<file path="src/rtl/lc3b_types.sv">
// Shared types for the LC-3b cache: controller state encoding and
// physical-memory address source select codes.
package lc3b_types;

    typedef enum logic [1:0] {
        IDLE,
        WRITEBACK,
        FILL
    } cache_ctrl_state_t;

    localparam logic [1:0] PMEMADDR_CPU  = 2'b00;
    localparam logic [1:0] PMEMADDR_WAY0 = 2'b01;
    localparam logic [1:0] PMEMADDR_WAY1 = 2'b10;

endpackage

</file>
<file path="src/rtl/sat_counter.sv">
// 16-bit event counter that sticks at all-ones instead of wrapping.
module sat_counter (
    input  logic        clk,
    input  logic        rst_n,
    input  logic        inc,
    output logic [15:0] count
);

    always_ff @(posedge clk or negedge rst_n) begin
        if (!rst_n)
            count <= '0;
        else if (inc && (count != 16'hFFFF))
            count <= count + 16'd1;
    end

endmodule

</file>
<file path="src/rtl/cache_control.sv">
// Control FSM for a 2-way write-back cache: zero-wait hits, optional victim
// writeback, then line fill; the datapath holds all tag/data/valid/dirty state.
module cache_control
    import lc3b_types::*;
(
    input  logic        clk,
    input  logic        rst_n,
    input  logic        mem_read,
    input  logic        mem_write,
    output logic        mem_resp,
    output logic        pmem_read,
    output logic        pmem_write,
    input  logic        pmem_resp,
    input  logic        hit0,
    input  logic        hit1,
    input  logic        lru_out,
    input  logic        d_out0,
    input  logic        d_out1,
    output logic        load_lru,
    output logic        writeback_ctrlsig,
    output logic        load_d0,
    output logic        load_v0,
    output logic        load_TD0,
    output logic        d_in0,
    output logic        v_in0,
    output logic        load_d1,
    output logic        load_v1,
    output logic        load_TD1,
    output logic        d_in1,
    output logic        v_in1,
    output logic [1:0]  pmemaddr_sel,
    output logic [15:0] hit_count,
    output logic [15:0] miss_count,
    output logic [15:0] wb_count
);

    cache_ctrl_state_t state, next_state;

    logic req, hit, victim, victim_dirty;
    logic hit_evt, miss_evt, wb_evt;

    assign req          = mem_read | mem_write;
    assign hit          = hit0 | hit1;
    assign victim       = lru_out;
    assign victim_dirty = victim ? d_out1 : d_out0;

    always_ff @(posedge clk or negedge rst_n) begin
        if (!rst_n)
            state <= IDLE;
        else
            state <= next_state;
    end

    always_comb begin
        next_state        = state;
        mem_resp          = 1'b0;
        pmem_read         = 1'b0;
        pmem_write        = 1'b0;
        load_lru          = 1'b0;
        writeback_ctrlsig = 1'b0;
        load_d0           = 1'b0;
        load_v0           = 1'b0;
        load_TD0          = 1'b0;
        d_in0             = 1'b0;
        v_in0             = 1'b0;
        load_d1           = 1'b0;
        load_v1           = 1'b0;
        load_TD1          = 1'b0;
        d_in1             = 1'b0;
        v_in1             = 1'b0;
        pmemaddr_sel      = PMEMADDR_CPU;
        hit_evt           = 1'b0;
        miss_evt          = 1'b0;
        wb_evt            = 1'b0;

        unique case (state)
            IDLE: begin
                if (req && hit) begin
                    mem_resp = 1'b1;
                    load_lru = 1'b1;
                    hit_evt  = 1'b1;
                    // A simultaneous read+write is a write; only the hitting way is touched.
                    if (mem_write) begin
                        if (hit0) begin
                            load_TD0 = 1'b1;
                            load_d0  = 1'b1;
                            d_in0    = 1'b1;
                            load_v0  = 1'b1;
                            v_in0    = 1'b1;
                        end else begin
                            load_TD1 = 1'b1;
                            load_d1  = 1'b1;
                            d_in1    = 1'b1;
                            load_v1  = 1'b1;
                            v_in1    = 1'b1;
                        end
                    end
                end else if (req) begin
                    miss_evt   = 1'b1;
                    next_state = victim_dirty ? WRITEBACK : FILL;
                end
            end

            WRITEBACK: begin
                pmem_write        = 1'b1;
                writeback_ctrlsig = ~victim;
                pmemaddr_sel      = victim ? PMEMADDR_WAY1 : PMEMADDR_WAY0;
                if (pmem_resp) begin
                    wb_evt     = 1'b1;
                    next_state = FILL;
                end
            end

            FILL: begin
                pmem_read    = 1'b1;
                pmemaddr_sel = PMEMADDR_CPU;
                // The line lands clean; a pending write merges on the following IDLE hit.
                if (pmem_resp) begin
                    if (!victim) begin
                        load_TD0 = 1'b1;
                        load_v0  = 1'b1;
                        v_in0    = 1'b1;
                        load_d0  = 1'b1;
                    end else begin
                        load_TD1 = 1'b1;
                        load_v1  = 1'b1;
                        v_in1    = 1'b1;
                        load_d1  = 1'b1;
                    end
                    next_state = IDLE;
                end
            end

            default: next_state = IDLE;
        endcase
    end

    sat_counter u_hit_cnt  (.clk(clk), .rst_n(rst_n), .inc(hit_evt),  .count(hit_count));
    sat_counter u_miss_cnt (.clk(clk), .rst_n(rst_n), .inc(miss_evt), .count(miss_count));
    sat_counter u_wb_cnt   (.clk(clk), .rst_n(rst_n), .inc(wb_evt),   .count(wb_count));

endmodule

</file>
<file path="config.mk">
export PLATFORM = sky130hd
export DESIGN_NAME = cache_control
export DESIGN_NICKNAME = d
export VERILOG_FILES = /design/src/rtl/lc3b_types.sv /design/src/rtl/sat_counter.sv /design/src/rtl/cache_control.sv
export SDC_FILE = /design/constraint.sdc
export NUM_CORES = 1
export LEC_CHECK = 0
export ABC_AREA = 1
export ABC_CLOCK_PERIOD_IN_PS = 4380
export CAP_MARGIN = 30
export CORE_UTILIZATION = 40
export CTS_CLUSTER_SIZE = 24
export DETAILED_ROUTE_END_ITERATION = 10
export GPL_TIMING_DRIVEN = 1
export HOLD_SLACK_MARGIN = 0.06
export PLACE_DENSITY_LB_ADDON = 0.3
export SYNTH_ARGS = -nofsm -noshare
export SYNTH_HDL_FRONTEND = slang
export SYNTH_HIERARCHICAL = 1
export SYNTH_SLANG_ARGS = --single-unit
</file>
<file path="constraint.sdc">
create_clock -name clk -period 4.38 [get_ports clk]
set_input_delay 0.657 -clock clk [delete_from_list [all_inputs] [get_ports clk]]
set_output_delay 0.657 -clock clk [all_outputs]
set_load 0.03 [all_outputs]
</file>
==> impl_metrics.tcl, run 1 <==
set metrics [dict create \
    outcome "finished clean" \
    core_area_sq_mm 0.00830 \
    post-dp-hpwl_microns 6090 \
    p_sw_uw 793 \
    drt_wl_total_microns 8050 \
    cp.required_ns 3.72 \
    fillCellCount 802 \
    synth_warnings 6 \
    gp_congestion 0.843 \
    insertion_delay_ns 0.31 \
    path_delay_family "buffers and inverters" \
    ff2ff_path_depth 8 \
    cellPowerDensity_mw_per_mm2 414 \
    r2r-end "u_wb_cnt/count[3]" \
    seq_area_frac_synth 0.360 \
    drt_iter0_drc 172 \
    antenna_found_initial 0 \
    start_util 0.419 \
    grt_pass1_vias 2977 \
    r2r_slack_ns 2.46 \
    drv_slew 0 \
    areaGrowthSynthToFinish_pct 24.6 \
    syn_area_per_cell_sq_um 6.76 \
    fin_crit_sh 0.719 \
    path_depth 6 \
    final_util 0.521 \
    ys_ff_latch 50 \
    skew_ns 0.0152 \
    synth_cell_types 23 \
    ys_top_cells_by_area "dfrtp_1 (36%), nand2_1 (23%), inv_1 (6.3%)" \
    grt_max_degree 51 \
    internal_power_uw 997 \
    final_common_cell "nand2_1" \
    fin_area_sq_mm 0.00433 \
    startpoint_type "primary input" \
    postCtsSetupBuffers 0 \
    yosys.area.top_type "dfrtp_1" \
    nNetsFinal 596 \
    slew_headroom 0.455 \
    hold_viol 0 \
    grt.met3_usage 0.0287 \
    min_path_type "in2async" \
    tightest_slew_ns 0.814 \
    grt-busiest-layer "met2" \
    path_buf_inv 3 \
    cts_hold_buf 0 \
    worstPathArrival_ns 2.49 \
    fin_crit_ns 3.15 \
    finalPower_mw 1.79 \
    n_antenna_cell 0 \
    syn_nets 527 \
    slowest_delay_ns 0.78 \
    met2_usage 0.318 \
    die_h_microns 95.2 \
    post_drt_wl_per_cell_microns 11.7 \
    grt_pass1_wl_microns 13500 \
    worstPathMaxFanout 5 \
    postRouteAntennaNets 0 \
    num_rows 33 \
    path_cells "clkdlybuf4s50_1 -> inv_1 -> nand2_1 -> nand2_1 -> nor2_1 -> clkdlybuf4s50_1" \
    h-tree-depth 2 \
    netSwitchingFraction 0.443 \
    grt_overflow 0 \
    tns_ns 0 \
    cts.path.max_buffers 2 \
    vias 3335 \
    clkPwrFrac 0.162 \
    peakVddDrop_mv 0.245 \
    maxCapViolCount 0 \
    cp-startpoint "hit0" \
    timing.fmax_mhz 317 \
    drc_errors 0 \
    io_pins 75 \
    port_buffers 74 \
    final-setup-viol-count 0 \
    cts_tree "yes" \
    dpl_cell_area_sq_mm 0.00423 \
    syn_area_sq_mm 0.00347 \
    cts_resized 0 \
    critPathCaptureType "output pin" \
    pwr-share-comb 0.445 \
    syn_inst 514 \
    drive_gt1_frac 0.0925 \
    p_leak_nw 1.96 \
    die_area_sq_mm 0.00906 \
    pwr-share-seq 0.393 \
    worstSetupEndpoint "mem_resp" \
    fp.dieW_microns 95.2 \
    synth_top_area_frac 0.360 \
    viasPerCell 4.84 \
    path_class "in2out" \
    cts.sinks 50 \
    cts_root_buffer "clkbuf_8" \
    timing.rr.start "u_wb_cnt/count[0]" \
    critical-path-slowest-cell "clkdlybuf4s50_1" \
    track_usage 0.188 \
    grt_setup_unrepaired "false" \
    layout.cells.most_common_list "nand2_1 (212), clkdlybuf4s50_1 (73), inv_1 (58)" \
    gr-usage-met1 0.249 \
    cts_made_buffers 5 \
    path_clk_slew_ns 0.09 \
    first_pass_iters 4 \
]
kinds of logic after synthesis:
group / synth area share
and+or+nand+nor: 0.450
buffers and inverters: 0.0983
DFF: 0.360
AOI/OAI and AO/OA: 0.0432
xor gates and xnor gates: 0.0378
adders and majority gates: 0.0108
worst min-delay path by stage:
stage                        from                 end  slack (ns)  cells past startpoint
2_1_floorplan               rst_n            state[0]        0.36                      0
3_3_place_gp   u_wb_cnt/count[15]  u_wb_cnt/count[15]        0.49                      2
3_5_place_dp   u_wb_cnt/count[15]  u_wb_cnt/count[15]        0.51                      2
4_1_cts                     rst_n   u_wb_cnt/count[4]        0.48                      2
5_1_grt                     rst_n  u_wb_cnt/count[14]        0.52                      2
6_report                    rst_n            state[0]        0.45                      2
sequential cells by signal, summed over array words and instances (netlist names):
register,count
u_wb_cnt/count,16
u_miss_cnt/count,16
u_hit_cnt/count,16
state,2
metal layers:
layer | vias to the layer above | part of all wire
li1 | 1725 | -
met1 | 1549 | 0.47
met2 | 54 | 0.48
met3 | 7 | 0.038
met4 | 0 | 0.0098
met5 | - | 0
stage by stage:
stage | setup WS, ns | hold slack (ns) | instances
detailed placement | 1.19 | 0.511 | 681
floorplan | 1.82 | 0.361 | 514
global route | 1.10 | 0.518 | 689
finish | 1.23 | 0.452 | 689
global placement | 1.24 | 0.491 | 681
CTS | 1.18 | 0.476 | 689
synth_stat cells:
cell type  count
nand4_4        2
nor2_4         9
xor2_1         4
inv_2          2
nand2_1      212
xnor2_1       11
inv_1         58
dfrtp_1       50
buf_6          5
nand2_2       10
nand3_1       27
ha_1           3
o21ai_2        6
nand3b_1       2
nand4_1       18
nor2_2        14
nor2_1        53
nand2_4        1
o21ai_0       15
a21oi_1        1
buf_4          8
o22ai_1        2
o21ai_1        1
power by group through the flow:
| stage | sequential [mW] | combinational [mW] | clock (mW) |
|---|---|---|---|
| 6_report | 0.703 | 0.797 | 0.290 |
| 3_5_place_dp | 0.710 | 0.802 | 0 |
| 5_1_grt | 0.724 | 0.870 | 0.313 |
| 3_3_place_gp | 0.708 | 0.788 | 0 |
| 2_1_floorplan | 0.864 | 0.347 | 0 |
| 4_1_cts | 0.703 | 0.804 | 0.297 |
area by class of cell:
type / count / area, sq um / share of cell area
multi-input combinational: 391 / 1880 / 0.435
sequential: 50 / 1250 / 0.289
timing repair buffer: 75 / 743 / 0.172
inverter: 60 / 225 / 0.0520
tap: 105 / 131 / 0.0304
clock buffer: 6 / 82.6 / 0.0191
clock inverter: 2 / 12.5 / 0.00289
No activity file was read; power rests on OpenSTA's default activity.
==> run 2: changes to the inputs <==
ABC_CLOCK_PERIOD_IN_PS = 2600   (was 4380)
clock period = 2.6 ns   (was 4.38 ns; I/O delays follow)
==> impl_metrics.tcl, run 2 (same netlist as run 1, synthesis figures left out) <==
set metrics [dict create \
    drt_wl_total_microns 8230 \
    cts_root_buffer "clkbuf_8" \
    multi_input_area_sq_mm 0.00188 \
    drv_slew 0 \
    nNetsFinal 599 \
    cellPowerDensity_mw_per_mm2 707 \
    final_common_cell "nand2_1" \
    worstPathMaxFanout 4 \
    maxCapViolCount 0 \
    tns_ns 0 \
    final_util 0.528 \
    register_area_sq_mm 0.00125 \
    hold_viol 0 \
    min_path_type "in2async" \
    largestRegisters "u_hit_cnt/count: 16 flops, u_miss_cnt/count: 16 flops, u_wb_cnt/count: 16 flops" \
    path_clk_slew_ns 0.09 \
    fin_crit_ns 2.52 \
    port_buffers 74 \
    fin_crit_sh 0.969 \
    post-dp-hpwl_microns 6260 \
    core_area_sq_mm 0.00830 \
    first_pass_iters 4 \
    p_leak_nw 2.02 \
    slew_headroom 0.597 \
    track_usage 0.183 \
    fp.dieW_microns 95.2 \
    grt_overflow 0 \
    fin_area_sq_mm 0.00438 \
    grt_pass1_wl_microns 13000 \
    io_pins 75 \
    path_class "in2out" \
    start_util 0.419 \
    drc_errors 0 \
    cts_tree "yes" \
    n_antenna_cell 0 \
    dpl_cell_area_sq_mm 0.00426 \
    postRouteAntennaNets 0 \
    finalPower_mw 3.10 \
    insertion_delay_ns 0.31 \
    drive_gt1_frac 0.0988 \
    worst_slack_ns 0.0818 \
    viasPerCell 4.82 \
    timing.fmax_mhz 397 \
    cts_resized 0 \
    place_ws_ns 0.0539 \
    antenna_found_initial 0 \
    skew_ns 0.00709 \
    critPathCaptureType "output pin" \
    hold-worst-slack_ns 0.0832 \
    tightest_slew_ns 0.605 \
    grt_max_degree 27 \
    fillCellCount 791 \
    postCtsSetupBuffers 0 \
    cts.path.max_buffers 2 \
    cts.sinks 50 \
    cts_made_buffers 5 \
    vias 3338 \
    gp_congestion 0.856 \
    layout.cells.most_common_list "nand2_1 (212), clkdlybuf4s50_1 (69), inv_1 (58)" \
    cts_hold_buf 0 \
    die_area_sq_mm 0.00906 \
    final-setup-viol-count 0 \
    grt_pass1_vias 2912 \
    worstPathArrival_ns 2.13 \
    finalNonFillerCells 692 \
    num_rows 33 \
    cp.required_ns 2.21 \
    h-tree-depth 2 \
    drt_iter0_drc 125 \
    areaGrowthSynthToFinish_pct 26.0 \
    post_drt_wl_per_cell_microns 11.9 \
    startpoint_type "primary input" \
    outcome "finished clean" \
    peakVddDrop_mv 0.438 \
    grt_setup_unrepaired "true" \
    die_h_microns 95.2 \
    dp_cells 684 \
]
[run 2: cell types whose count changed in the layout (fill, tap and decap cells not counted)]
| cell | before | now |
|---|---|---|
| buf_12 | 0 | 1 |
| dlymetal6s2s_1 | 0 | 2 |
| buf_4 | 1 | 5 |
| bufinv_16 | 0 | 1 |
| clkdlybuf4s50_1 | 73 | 69 |
| clkbuf_1 | 0 | 1 |
| clkbuf_8 | 6 | 5 |
| clkinv_2 | 1 | 0 |
[run 2: path summary, 6_finish.rpt]
path                               startpoint  slack, ns  depth (start not counted)              endpoint
setup / recovery                         hit0       0.08                          6              load_TD1
hold / removal                          rst_n       0.08                          1              state[0]
setup reg to reg           u_hit_cnt/count[0]       0.89                          8    u_hit_cnt/count[3]
hold reg to reg            u_wb_cnt/count[14]       0.53                          2    u_wb_cnt/count[14]
max in group asynchronous               rst_n       1.96                          2  u_miss_cnt/count[10]
min in group clk           u_wb_cnt/count[14]       0.53                          2    u_wb_cnt/count[14]
[run 2: worst max-delay path: stages]
cell             delay [ns]
clkdlybuf4s50_1        0.48
inv_1                  0.05
nand2_1                0.11
nand2_1                0.10
o22ai_1                0.26
clkdlybuf4s50_1        0.73
[run 2: area by class of cell]
type / count / share of cell area
tap: 105 / 0.0300
inverter: 60 / 0.0514
multi-input combinational: 391 / 0.430
clock buffer: 6 / 0.0166
timing repair buffer: 78 / 0.178
clock inverter: 2 / 0.00857
sequential: 50 / 0.286
[run 2: routing by layer]
| metal | wire, microns | part of all wire | global-route usage | up-vias |
|---|---|---|---|---|
| met5 | 0 | 0 | 0 | - |
| met4 | 74 | 0.0090 | 0.0467 | 0 |
| met3 | 341 | 0.041 | 0.0351 | 9 |
| met2 | 4010 | 0.49 | 0.325 | 54 |
| met1 | 3810 | 0.46 | 0.226 | 1544 |
| li1 | - | - | - | 1731 |
[run 2: power breakdown]
group / total (mW) / switching (mW) / internal (mW)
Combinational: 1.36 / 0.824 / 0.534
Clock: 0.558 / 0.270 / 0.288
Sequential: 1.18 / 0.245 / 0.936
Total: 3.10 / 1.34 / 1.76
